--- src/rtl/cdc_fifo_pkg.sv ---
// Shared helpers for async-FIFO pointer logic: Gray conversions and
// synchronizer depth limits. Functions work on 32-bit vectors; callers
// zero-extend and truncate to their pointer width.
package cdc_fifo_pkg;

  localparam int SYNC_STAGES_MIN = 2;
  localparam int SYNC_STAGES_MAX = 4;

  function automatic logic [31:0] bin2gray(input logic [31:0] b);
    return b ^ (b >> 1);
  endfunction

  // Zero-extended inputs keep the upper bits zero, so the fold is exact.
  function automatic logic [31:0] gray2bin(input logic [31:0] g);
    logic [31:0] b;
    b[31] = g[31];
    for (int i = 30; i >= 0; i--) b[i] = b[i+1] ^ g[i];
    return b;
  endfunction

endpackage

--- src/rtl/cdc_sync_bus.sv ---
// Multi-flop synchronizer for a Gray-coded bus. Plain flop chain, no logic
// between stages, so it can be reused in either crossing direction.
module cdc_sync_bus #(
  parameter int WIDTH  = 5,
  parameter int STAGES = 2
) (
  input  logic             clk_i,
  input  logic             rst_ni,
  input  logic [WIDTH-1:0] d_i,
  output logic [WIDTH-1:0] q_o
);

  logic [STAGES-1:0][WIDTH-1:0] stage_q;

  // Shift the incoming bus one stage per clock; clear asynchronously.
  always_ff @(posedge clk_i or negedge rst_ni) begin
    if (!rst_ni) stage_q <= '0;
    else         stage_q <= {stage_q[STAGES-2:0], d_i};
  end

  assign q_o = stage_q[STAGES-1];

endmodule

--- src/rtl/sync_r2w_full_ctrl.sv ---
// Write-side control of an async FIFO: synchronizes the read Gray pointer,
// advances the write pointer, and produces level/full/almost-full plus
// sticky overflow and pointer-corruption flags. All status is pessimistic:
// reads only become visible after the synchronizer latency.
module sync_r2w_full_ctrl
  import cdc_fifo_pkg::*;
#(
  parameter int ADDR_WIDTH  = 4,
  parameter int SYNC_STAGES = 2,
  parameter int AF_LEVEL    = (2 ** ADDR_WIDTH) - 2
) (
  input  logic                  W_CLK,
  input  logic                  W_rst_n,
  input  logic [ADDR_WIDTH:0]   R_ptr,
  input  logic                  W_inc,
  output logic                  W_wen,
  output logic [ADDR_WIDTH-1:0] W_addr,
  output logic [ADDR_WIDTH:0]   W_ptr,
  output logic [ADDR_WIDTH:0]   Wq_rptr,
  output logic [ADDR_WIDTH:0]   W_level,
  output logic                  W_full,
  output logic                  W_almost_full,
  output logic                  W_overflow,
  output logic                  W_ptr_err
);

  localparam int PW    = ADDR_WIDTH + 1;
  localparam int DEPTH = 2 ** ADDR_WIDTH;
  localparam logic [PW-1:0] DEPTH_C = PW'(DEPTH);
  localparam logic [PW-1:0] AF_C    = PW'(AF_LEVEL);

  // Reject illegal configurations at elaboration.
  if (SYNC_STAGES < SYNC_STAGES_MIN || SYNC_STAGES > SYNC_STAGES_MAX) begin : g_bad_sync
    $fatal(1, "SYNC_STAGES must be in 2..4");
  end
  if (AF_LEVEL < 1 || AF_LEVEL > DEPTH) begin : g_bad_af
    $fatal(1, "AF_LEVEL must be in 1..DEPTH");
  end

  logic [PW-1:0] wbin_q, wbin_d;
  logic [PW-1:0] wptr_q, wptr_d;
  logic [PW-1:0] level_q, level_d;
  logic [PW-1:0] rbin;
  logic          full_q, full_d;
  logic          af_q, af_d;
  logic          ovf_q, ovf_d;
  logic          err_q, err_d;

  cdc_sync_bus #(
    .WIDTH  (PW),
    .STAGES (SYNC_STAGES)
  ) u_rptr_sync (
    .clk_i  (W_CLK),
    .rst_ni (W_rst_n),
    .d_i    (R_ptr),
    .q_o    (Wq_rptr)
  );

  // Writes are dropped while full; the reset term keeps memory quiet in reset.
  assign W_wen = W_inc & ~full_q & W_rst_n;

  // Next-state: pointer advance, modular occupancy and status flags.
  always_comb begin
    wbin_d  = wbin_q + PW'(W_wen);
    wptr_d  = PW'(bin2gray(32'(wbin_d)));
    rbin    = PW'(gray2bin(32'(Wq_rptr)));
    level_d = wbin_d - rbin;
    full_d  = (level_d == DEPTH_C);
    af_d    = (level_d >= AF_C);
    ovf_d   = ovf_q | (W_inc & full_q);
    // Occupancy beyond DEPTH is only reachable with a non-Gray read pointer.
    err_d   = err_q | (level_d > DEPTH_C);
  end

  // Write-side state registers.
  always_ff @(posedge W_CLK or negedge W_rst_n) begin
    if (!W_rst_n) begin
      wbin_q  <= '0;
      wptr_q  <= '0;
      level_q <= '0;
      full_q  <= 1'b0;
      af_q    <= 1'b0;
      ovf_q   <= 1'b0;
      err_q   <= 1'b0;
    end else begin
      wbin_q  <= wbin_d;
      wptr_q  <= wptr_d;
      level_q <= level_d;
      full_q  <= full_d;
      af_q    <= af_d;
      ovf_q   <= ovf_d;
      err_q   <= err_d;
    end
  end

  assign W_addr        = wbin_q[ADDR_WIDTH-1:0];
  assign W_ptr         = wptr_q;
  assign W_level       = level_q;
  assign W_full        = full_q;
  assign W_almost_full = af_q;
  assign W_overflow    = ovf_q;
  assign W_ptr_err     = err_q;

endmodule

--- config.mk ---
export PLATFORM = sky130hd
export DESIGN_NAME = sync_r2w_full_ctrl
export DESIGN_NICKNAME = d
export VERILOG_FILES = /design/src/rtl/cdc_fifo_pkg.sv /design/src/rtl/cdc_sync_bus.sv /design/src/rtl/sync_r2w_full_ctrl.sv
export SDC_FILE = /design/constraint.sdc
export NUM_CORES = 1
export LEC_CHECK = 0
export CORE_ASPECT_RATIO = 2
export CORE_MARGIN = 8
export CORE_UTILIZATION = 40
export CTS_CLUSTER_DIAMETER = 30
export DETAILED_ROUTE_END_ITERATION = 10
export PLACE_DENSITY = 0.68
export SYNTH_ARGS = -nofsm -noshare
export SYNTH_HDL_FRONTEND = slang
export SYNTH_SLANG_ARGS = --single-unit
--- constraint.sdc ---
create_clock -name W_CLK -period 3.2 [get_ports W_CLK]
set_input_delay 0.48 -clock W_CLK [delete_from_list [all_inputs] [get_ports W_CLK]]
set_output_delay 0.48 -clock W_CLK [all_outputs]
set_load 0.05 [all_outputs]
; Yosys cells after proc, flatten, opt, wreduce, memory -nomap -nowiden
; Cells that the tools add are included.
[word_totals]
out_inout_bits = 24
rom_bits = 0
reg_bits = 29
wordCells = 25
ram_bits = 0
input_bits = 8
latchBits = 0
n_memories = 0
[op_classes]
shifts = 0
n_eq_ne = 1
bitwise = 11
n_lt_le_gt_ge = 2
addsub = 2
reduce_logical = 0
muxes = 0
div_mod_pow = 0
n_mul = 0
[op_table]
columns = cell, n
row1 = adder 5 x 1 -> 5 bit, 1
row2 = "== test 5 bit, second input constant", 1
row3 = "greater-or-equal comparator 5 x 4 -> 1 bit, second input constant", 1
row4 = "> comparator 5 bit, second input constant", 1
row5 = subtractor 5 bit, 1
row6 = bitwise XOR 5 x 4 -> 5 bit, 1
row7 = bitwise XOR 1 bit, 4
row8 = AND 1 bit, 3
row9 = bitwise OR 1 bit, 2
row10 = inverter 1 bit, 1

; Logic depth before layout (Yosys ltp)
; Gate-level depths: netlist (run 1).
[logic_depth]
word_depth = 7
depth_mapped = 12
depth_no_buf = 12

; Hierarchy
; Synthesis (run 1) repeated with hierarchy kept, for this count alone.
[hier_totals]
hier_cells = 84
area_unflattened_um2 = 1176.1
[by_module_without_submodules]
columns = mod, seq_area_each_um2, cells_each, n_inst, area_per_inst_um2
row1 = sync_r2w_full_ctrl, 450.4, 69, 1, 888.4
row2 = cdc_sync_bus, 250.2, 15, 1, 287.8

; Least setup slack after synthesis (run 1)
; OpenSTA, ideal clock, no wires.
[synth_path]
path_type = flip-flop to flip-flop
from = register full_q, in the netlist W_full
to = register err_q, in the netlist W_ptr_err
required_ps = 3074
path_buffers = 0
path_stages_with_launch = 12
setup_time_ps = 126
t_arrival_ps = 3536
period_less_slack_ps = 3662
slack_ps = -462
cell_sequence = dfrtp_1 -> nor2_1 -> ha_1 -> nand3_1 -> xor2_1 -> inv_1 -> ha_1 -> inv_1 -> and4_1 -> a21oi_1 -> or4b_4 -> o311a_1
[synth_via]
elab_chain_cells = 7
[synth_rtl]
columns = item, line
row1 = start: declaration, sync_r2w_full_ctrl.sv:44  ; logic full_q, full_d;
row2 = start signal: assignment, sync_r2w_full_ctrl.sv:89  ; full_q <= full_d;
row3 = inverter 1 bit, sync_r2w_full_ctrl.sv:60  ; assign W_wen = W_inc & ~full_q & W_rst_n;
row4 = AND 1 bit (2 in a row), sync_r2w_full_ctrl.sv:60
row5 = named net W_wen, sync_r2w_full_ctrl.sv:16  ; output logic W_wen,
row6 = adder 5 x 1 -> 5 bit, sync_r2w_full_ctrl.sv:64  ; wbin_d = wbin_q + PW'(W_wen);
row7 = named net wbin_d[3], sync_r2w_full_ctrl.sv:40  ; logic [PW-1:0] wbin_q, wbin_d;
row8 = subtractor 5 bit, sync_r2w_full_ctrl.sv:67  ; level_d = wbin_d - rbin;
row9 = named net level_d[3], sync_r2w_full_ctrl.sv:42  ; logic [PW-1:0] level_q, level_d;
row10 = > comparator 5 bit, sync_r2w_full_ctrl.sv:72  ; err_d = err_q | (level_d > DEPTH_C);
row11 = bitwise OR 1 bit, sync_r2w_full_ctrl.sv:72
row12 = named net err_d, sync_r2w_full_ctrl.sv:47  ; logic err_q, err_d;
row13 = end signal: assignment, sync_r2w_full_ctrl.sv:92  ; err_q <= err_d;
row14 = end: declaration, sync_r2w_full_ctrl.sv:47
; The timed path passes the listed nets, and every way through them passes these cells.

; Final worst setup path (run 1)
[layout_path]
from = input W_rst_n
to = register err_q, in the netlist W_ptr_err
[layout_via]
elab_chain_cells = 5
[layout_rtl]
columns = item, line
row1 = start: declaration, sync_r2w_full_ctrl.sv:13  ; input logic W_rst_n,
row2 = AND 1 bit, sync_r2w_full_ctrl.sv:60
row3 = adder 5 x 1 -> 5 bit, sync_r2w_full_ctrl.sv:64
row4 = named net wbin_d[2], sync_r2w_full_ctrl.sv:40
row5 = subtractor 5 bit, sync_r2w_full_ctrl.sv:67
row6 = named net level_d[3], sync_r2w_full_ctrl.sv:42
row7 = > comparator 5 bit, sync_r2w_full_ctrl.sv:72
row8 = bitwise OR 1 bit, sync_r2w_full_ctrl.sv:72
row9 = named net err_d, sync_r2w_full_ctrl.sv:47
; The timed path passes the listed nets, and every way through them passes these cells.

==> flow_summary.toml, run 1 <==
[floorplan]
ios = 32
dieArea_um2 = 4990
die_x_um = 54.1
row_count = 27
die_h_um = 92.2
design.core.area_um2 = 2770
initial_core_util_pct = 41.9

[outcome]
status = "finished clean"

[synthesis]
yosysTopAreaCellShare_pct = 60.3
synthFlopType = "dfrtp_1"
synth_compound_area_share_pct = 7.54
synth_area_leaders = "dfrtp_1, ha_1, xnor2_1"
synth-edff-count = 0
synth.most_common_cell = "dfrtp_1"
synthAdderAreaFrac_pct = 6.47
synth-simple-area-share_pct = 7.00
yosysSeqAreaShare_pct = 60.3
synth-async-reset-ratio_pct = 100
synth_cells = 84
syn_area_um2 = 1160
postSynthNetCount = 98
synth_cell_types = 27
synthMuxAreaShare_pct = 0
synth_top_family_by_area = "XOR/XNOR gates"
post_synth.cell_area_avg_um2 = 13.8
synth_seq_cells = 28
synthXorXnorAreaFrac_pct = 13.4
synth_common_cells = "dfrtp_1, xnor2_1, xor2_1, ha_1"
yosysWarningCount = 0
yosys.area.top_type = "dfrtp_1"

[clock_tree]
clockBufferDepth = 2
postCtsHoldBufs = 0
clockRootBuffer = "clkbuf_8"
cts_sinks = 28
cts_made_buffers = 3
cts_tree = "yes"
clkSlewWorstSetupHoldPaths_ps = 90
cts_max_level = 1
clk_latency_ps = 270

[worst_setup_path]
cp-end-kind = "register"
path_class = "in -> reg"
r2r_cells = 8
cp.required_ps = 3360
worst-path-max-fanout = 4
rr_startpoint = "u_rptr_sync.q_o[3]"
crit_path_top_delay_cell = "or4b_4"
crit_buf_inv = 1
worstSetupStartpoint = "W_rst_n"
crit_chain = "clkdlybuf4s50_1, nand2_2, nor2_4, ha_4, ha_2, xor2_1, ha_1, and4_1, a21oi_1, or4b_4, o311a_1"
worstSetupPathDepth = 11
worstPathArrival_ps = 3220
start_kind = "primary input"
crit_family = "simple AND/OR/NAND/NOR gates"
crit_path_max_incr_delay_ps = 510

[place]
place_ws_ps = -278
io_buffers = 31
dpl.hpwl_um = 1780
place_area_um2 = 1540
gp_congestion = 0.899

[routing]
routed_wl_um = 2330
dr.pass1.iters = 4
vias_per_cell = 5.12
detail-route-antenna-nets = 0
drc = 0
wl_per_cell_um = 15.4
drtIter0Drc = 7
vias = 773

[hold_path]
min-delay-start = "u_rptr_sync.stage_q[3]"
min_path_type = "reg -> reg"
whs_path_depth = 0

[grt]
grt_pass1_vias = 828
track_usage_pct = 9.86
antenna_found_initial = 0
grt_pass1_wl_um = 3640
grt_max_degree = 29
overflow = 0

[layout]
syn_to_final_growth_pct = 42.6
n_antenna_cell = 0
final_area_um2 = 1660
drive_gt1_share_pct = 23.8
fin_nets = 137

[timing]
final_max_slew_viol_count = 0
setup_viol = 0
worst_slack_ps = 138
skew_ps = 3.64
fin_crit_sh_pct = 95.7
finalHoldViolCount = 0
rsz0062_at_grt = "no"
tns_ps = 0
worst_slew_pin_slew_ps = 513
fin_crit_ps = 3060
holdWs_ps = 355
timing.slew.headroom_pct = 65.7
fmax_ghz = 0.327

[job]
maxCapViolCount = 0
-- cells in the final DEF, fill, tap and decap left out --
master,instances
a2111oi_1,1
a211oi_1,1
a21o_1,1
a21oi_1,3
a31o_1,1
a41o_1,1
and4_1,1
buf_12,1
buf_4,9
clkbuf_8,4
clkdlybuf4s50_1,30
dfrtp_1,27
dfrtp_2,1
ha_1,3
ha_2,1
ha_4,2
inv_1,3
inv_2,2
nand2_2,1
nand2b_1,2
nand3_1,1
nand3_2,1
nand3b_1,1
nor2_4,1
nor4b_2,1
o2111a_1,1
o21bai_1,1
o311a_1,1
or2_2,1
or3_1,1
or4b_4,1
xnor2_1,7
xnor2_2,2
xor2_1,6
xor2_2,1
-- state kept, by name (all words and copies together), names as in the netlist --
| signal | cells |
|---|---|
| W_almost_full | 1 |
| W_full | 1 |
| W_level | 5 |
| W_overflow | 1 |
| W_ptr | 4 |
| W_ptr_err | 1 |
| u_rptr_sync.q_o | 5 |
| u_rptr_sync.stage_q | 5 |
| wbin_q | 5 |
-- stage by stage --
stage,util [%],std cells
final,59.8,151
after global routing,59.8,151
after CTS,57.8,150
after detailed placement,55.5,145
after global placement,55.5,145
after floorplan,-,84
-- final timing paths --
path / endpoint / slack [ps]
min in group asynchronous: W_level[0] / 630
setup / recovery: W_ptr_err / 140
hold / removal: u_rptr_sync.q_o[3] / 350
hold reg to reg: u_rptr_sync.q_o[3] / 350
setup reg to reg: W_ptr_err / 480
max in group asynchronous: W_full / 2300
-- logic make-up after synthesis --
logic type,after synthesis
flops,28
xor+xnor,16
simple gates,12
compound gates,11
buf+inv,11
fa+ha+maj,6
-- per-layer routing --
layer / vias to the layer above / track usage, % / wire length, um
met1: 378 / 8.92 / 807
met4: 0 / 7.64 / 118
met5: - / 0 / 0
li1: 356 / - / -
met3: 10 / 2.10 / 162
met2: 29 / 17.3 / 1240
-- repair_timing --
item,CTS,global route
gates cloned,0,0
setup buffers,1,1
resized for setup,1,9
pin swaps,1,3
hold endpoints to repair,0,0
endpoints found under the setup margin,1,3
-- area by class of cell --
type                            instances  area, um2
Inverter                                5       18.8
Clock buffer                            4       55.1
Multi-Input combinational cell         45        455
Timing Repair Buffer                   40        388
Tap cell                               29       36.3
Sequential cell                        28        702
Fill cell                             231       1110
Power of run 1 is not shown: default switching activity piles up to over one toggle a cycle in this logic, so the estimate is an artifact.
==> run 2: changes to the inputs <==
--- a/config.mk
+++ b/config.mk
@@ -5,12 +5,16 @@
 export SDC_FILE = /design/constraint.sdc
 export NUM_CORES = 1
 export LEC_CHECK = 0
+export ABC_CLOCK_PERIOD_IN_PS = 3200
+export CELL_PAD_IN_SITES_DETAIL_PLACEMENT = 0
+export CELL_PAD_IN_SITES_GLOBAL_PLACEMENT = 1
 export CORE_ASPECT_RATIO = 2
 export CORE_MARGIN = 8
-export CORE_UTILIZATION = 40
+export CORE_UTILIZATION = 37
 export CTS_CLUSTER_DIAMETER = 30
+export CTS_CLUSTER_SIZE = 8
 export DETAILED_ROUTE_END_ITERATION = 10
-export PLACE_DENSITY = 0.68
+export PLACE_DENSITY_LB_ADDON = 0.1
 export SYNTH_ARGS = -nofsm -noshare
 export SYNTH_HDL_FRONTEND = slang
 export SYNTH_SLANG_ARGS = --single-unit
==> flow_summary.toml, run 2 (synthesized netlist as in run 1, its figures left out) <==
[worst_setup_path]
ff2ff_setup_slack_ps = 490
path_class = "in -> reg"
worst-path-max-fanout = 4
timing.rr.end = "W_full"
start_kind = "primary input"
cp.required_ps = 3360
cp-end-kind = "register"
worstPathArrival_ps = 3230
rr_startpoint = "u_rptr_sync.q_o[4]"
r2r_cells = 11

[clock_tree]
cts_max_level = 1
cts_made_buffers = 3
clockBufferDepth = 2
clkSlewWorstSetupHoldPaths_ps = 90
clk_latency_ps = 270
cts_sinks = 28
cts_tree = "yes"
postCtsHoldBufs = 0
clockRootBuffer = "clkbuf_8"

[layout]
mostFrequentLayoutCell = "clkdlybuf4s50_1"
fin_nets = 136
most-common-layout-cells = "clkdlybuf4s50_1, dfrtp_1, buf_4, xnor2_1, xor2_1"
drive_gt1_share_pct = 21.5
n_antenna_cell = 0
syn_to_final_growth_pct = 41.1

[floorplan]
die_x_um = 55.6
dieArea_um2 = 5300
die_h_um = 95.2
initial_core_util_pct = 37.6
design.core.area_um2 = 3080
ios = 32
row_count = 29

[grt]
grt_max_degree = 29
grt_pass1_vias = 807
overflow = 0
grt_pass1_wl_um = 3710
track_usage_pct = 8.82
antenna_found_initial = 0

[routing]
vias_per_cell = 4.84
dr.pass1.iters = 2
detail-route-antenna-nets = 0
drtIter0Drc = 6
vias = 735
wl_per_cell_um = 15.4
routed_wl_um = 2340
drc = 0

[timing]
fin_crit_ps = 3070
final_max_slew_viol_count = 0
holdWs_ps = 353
skew_ps = 6.16
worst_slew_pin_slew_ps = 517
fin_crit_sh_pct = 95.9
finalHoldViolCount = 0
fmax_ghz = 0.326
setup_viol = 0
timing.slew.headroom_pct = 65.4
rsz0062_at_grt = "no"

[hold_path]
whs_path_depth = 0
holdPathEnd = "u_rptr_sync.q_o[2]"
min_path_type = "reg -> reg"
min-delay-start = "u_rptr_sync.stage_q[2]"

[place]
dpl.hpwl_um = 1900
gp_congestion = 0.745
io_buffers = 31

[job]
maxCapViolCount = 0

[outcome]
status = "finished clean"
run 2: cell types whose count changed in the layout (fill, tap and decap cells not counted), sizes merged:
cell / before / now
buf: 10 / 9
run 2: critical path, cell delays in order:
cell	delay (ps)
clkdlybuf4s50_1	500
nand2_2	80
nor2_4	140
ha_4	150
ha_1	180
xor2_1	220
ha_1	300
and4_1	210
a21oi_1	120
or4b_4	510
o311a_1	340
run 2: repair_timing:
item | CTS | global route
buffers inserted | 0 | 1
gates resized for setup | 0 | 9
setup endpoints to repair | 0 | 3
run 2: cell type report:
class / instances / area [um2]
multi-input combinational: 45 / 453
fill: 263 / 1450
tap: 31 / 38.8
clock buffer: 4 / 45.0
sequential: 28 / 702
timing repair buffer: 39 / 380
inverter: 5 / 18.8
run 2: worst max-delay path by stage:
| stage | startpoint | end |
|---|---|---|
| 2_1_floorplan | W_inc | W_ptr_err |
| 3_3_place_gp | W_inc | W_full |
| 3_5_place_dp | W_inc | W_ptr_err |
| 4_1_cts | W_inc | W_ptr_err |
| 5_1_grt | W_rst_n | W_ptr_err |
| 6_report | W_inc | W_ptr_err |
run 2: metrics by stage:
step,utilization (%),worst slack [ps],std cells,setup TNS (ps),cell area (um2)
after floorplan,-,83.2,84,0,1170
after global placement,49.9,-132,147,-291,1540
after detailed placement,49.9,-229,147,-572,1540
after CTS,51.4,36.8,151,0,1580
after global routing,53.1,15.4,152,0,1640
final,53.1,131,152,0,1640
run 2: layer usage:
layer  vias up  part of all wire [%]  GRT usage [%]  wire length (um)
met5         -                     0              0                 0
met4         0                   1.2           5.58                29
met3         2                   5.9           2.93               139
met2        15                    58           16.5              1360
met1       365                    35           7.77               814
li1        353                     -              -                 -
Power of run 2 is left out for the same reason.
==> run 3: changes to the inputs <==
--- a/config.mk
+++ b/config.mk
@@ -14,7 +14,7 @@
 export CTS_CLUSTER_DIAMETER = 30
 export CTS_CLUSTER_SIZE = 8
 export DETAILED_ROUTE_END_ITERATION = 10
-export PLACE_DENSITY_LB_ADDON = 0.1
+export PLACE_DENSITY_LB_ADDON = 0.12
 export SYNTH_ARGS = -nofsm -noshare
 export SYNTH_HDL_FRONTEND = slang
 export SYNTH_SLANG_ARGS = --single-unit
==> flow_summary.toml, run 3 (synthesized netlist as in run 1, its figures left out) <==
[outcome]
status = "finished clean"

[place]
place_ws_ps = -181
gp_congestion = 0.770
dpl.hpwl_um = 1830
io_buffers = 31

[timing]
worst_slew_pin_slew_ps = 508
timing.slew.headroom_pct = 66.1
skew_ps = 2.43
tns_ps = 0
setup_viol = 0
final_max_slew_viol_count = 0
fin_crit_sh_pct = 96.0
worst_slack_ps = 127
fin_crit_ps = 3070
finalHoldViolCount = 0
fmax_ghz = 0.325

[layout]
most-common-layout-cells = "clkdlybuf4s50_1, dfrtp_1, buf_4, xor2_1, xnor2_1"
postLayoutCoreUtil_pct = 52.8
n_antenna_cell = 0
mostFrequentLayoutCell = "clkdlybuf4s50_1"
drive_gt1_share_pct = 19.8
fin_nets = 136
final-seq-area_um2 = 702
syn_to_final_growth_pct = 40.2
multi_input_area_um2 = 430
nFillCells = 273

[grt]
antenna_found_initial = 0
track_usage_pct = 8.97
grt_max_degree = 29
grt_pass1_wl_um = 3880
grt_pass1_vias = 831
overflow = 0

[worst_setup_path]
cp.required_ps = 3360
worst-path-max-fanout = 6
path_class = "in -> reg"
cp-end-kind = "register"
start_kind = "primary input"
crit_path_top_delay_cell = "or4b_4"
ff2ff_setup_slack_ps = 480
worstPathArrival_ps = 3230
crit_path_max_incr_delay_ps = 510
crit_chain = "clkdlybuf4s50_1, nand2_2, nor2_4, ha_2, nand3_1, xor2_1, inv_1, ha_4, inv_2, and4_1, a21oi_1, or4b_4, o311a_1"

[clock_tree]
clockBufferDepth = 2
clkSlewWorstSetupHoldPaths_ps = 90
cts_made_buffers = 3
cts_tree = "yes"
postCtsSetupBuffers = 0
cts_sinks = 28
clk_latency_ps = 270
postCtsHoldBufs = 0
clockRootBuffer = "clkbuf_8"
cts_max_level = 1

[floorplan]
die_h_um = 95.2
design.core.area_um2 = 3080
initial_core_util_pct = 37.6
dieArea_um2 = 5300
ios = 32
row_count = 29
die_x_um = 55.6

[routing]
wl_per_cell_um = 14.8
drc = 0
routed_wl_um = 2260
dr.pass1.iters = 2
drtIter0Drc = 3
detail-route-antenna-nets = 0
vias_per_cell = 4.74
vias = 720

[hold_path]
min_path_type = "in -> async"

[job]
maxCapViolCount = 0
run 3: cell type report:
type | count | area share (%)
clock buffer | 4 | 3.38
inverter | 5 | 1.15
multi-input combinational | 45 | 26.4
sequential | 28 | 43.1
tap | 31 | 2.38
timing repair buffer | 39 | 23.5
run 3: through the flow:
stage                     area (um2)  hold slack, ps  instances
after global placement          1550             335        148
after CTS                       1600             356        152
after detailed placement        1550             335        148
after global routing            1630             314        152
after floorplan                 1170             184         84
final                           1630             263        152
run 3: repair_timing:
item | in CTS | in global routing
setup endpoints to repair | 0 | 2
hold endpoints to repair | 0 | 0
resized for setup | 0 | 6
run 3: final timing paths:
path,cells after the start,from,to
min in group W_CLK,0,u_rptr_sync.stage_q[0],u_rptr_sync.q_o[0]
max in group asynchronous,2,W_rst_n,W_full
min,2,W_rst_n,W_level[1]
max reg2reg,8,u_rptr_sync.q_o[4],W_ptr_err
max,13,W_inc,W_ptr_err
min reg2reg,0,u_rptr_sync.stage_q[0],u_rptr_sync.q_o[0]
run 3: routing by layer:
layer  vias to the layer above  share of wire [%]  track usage (%)
met5                         -                  0                0
met4                         0                1.3             4.34
met2                        16                 57             16.7
met1                       347                 37             8.86
met3                         2                5.3             2.40
li1                        355                  -                -
run 3: worst max-delay path, delay by kind of cell:
kind	cells	cell delay, ps
AOI/OAI and AO/OA	2	440
xor gates and xnor gates	1	200
adders and majority gates	2	460
buffers and inverters	3	650
and+or+nand+nor	5	990
Power of run 3 is left out for the same reason.
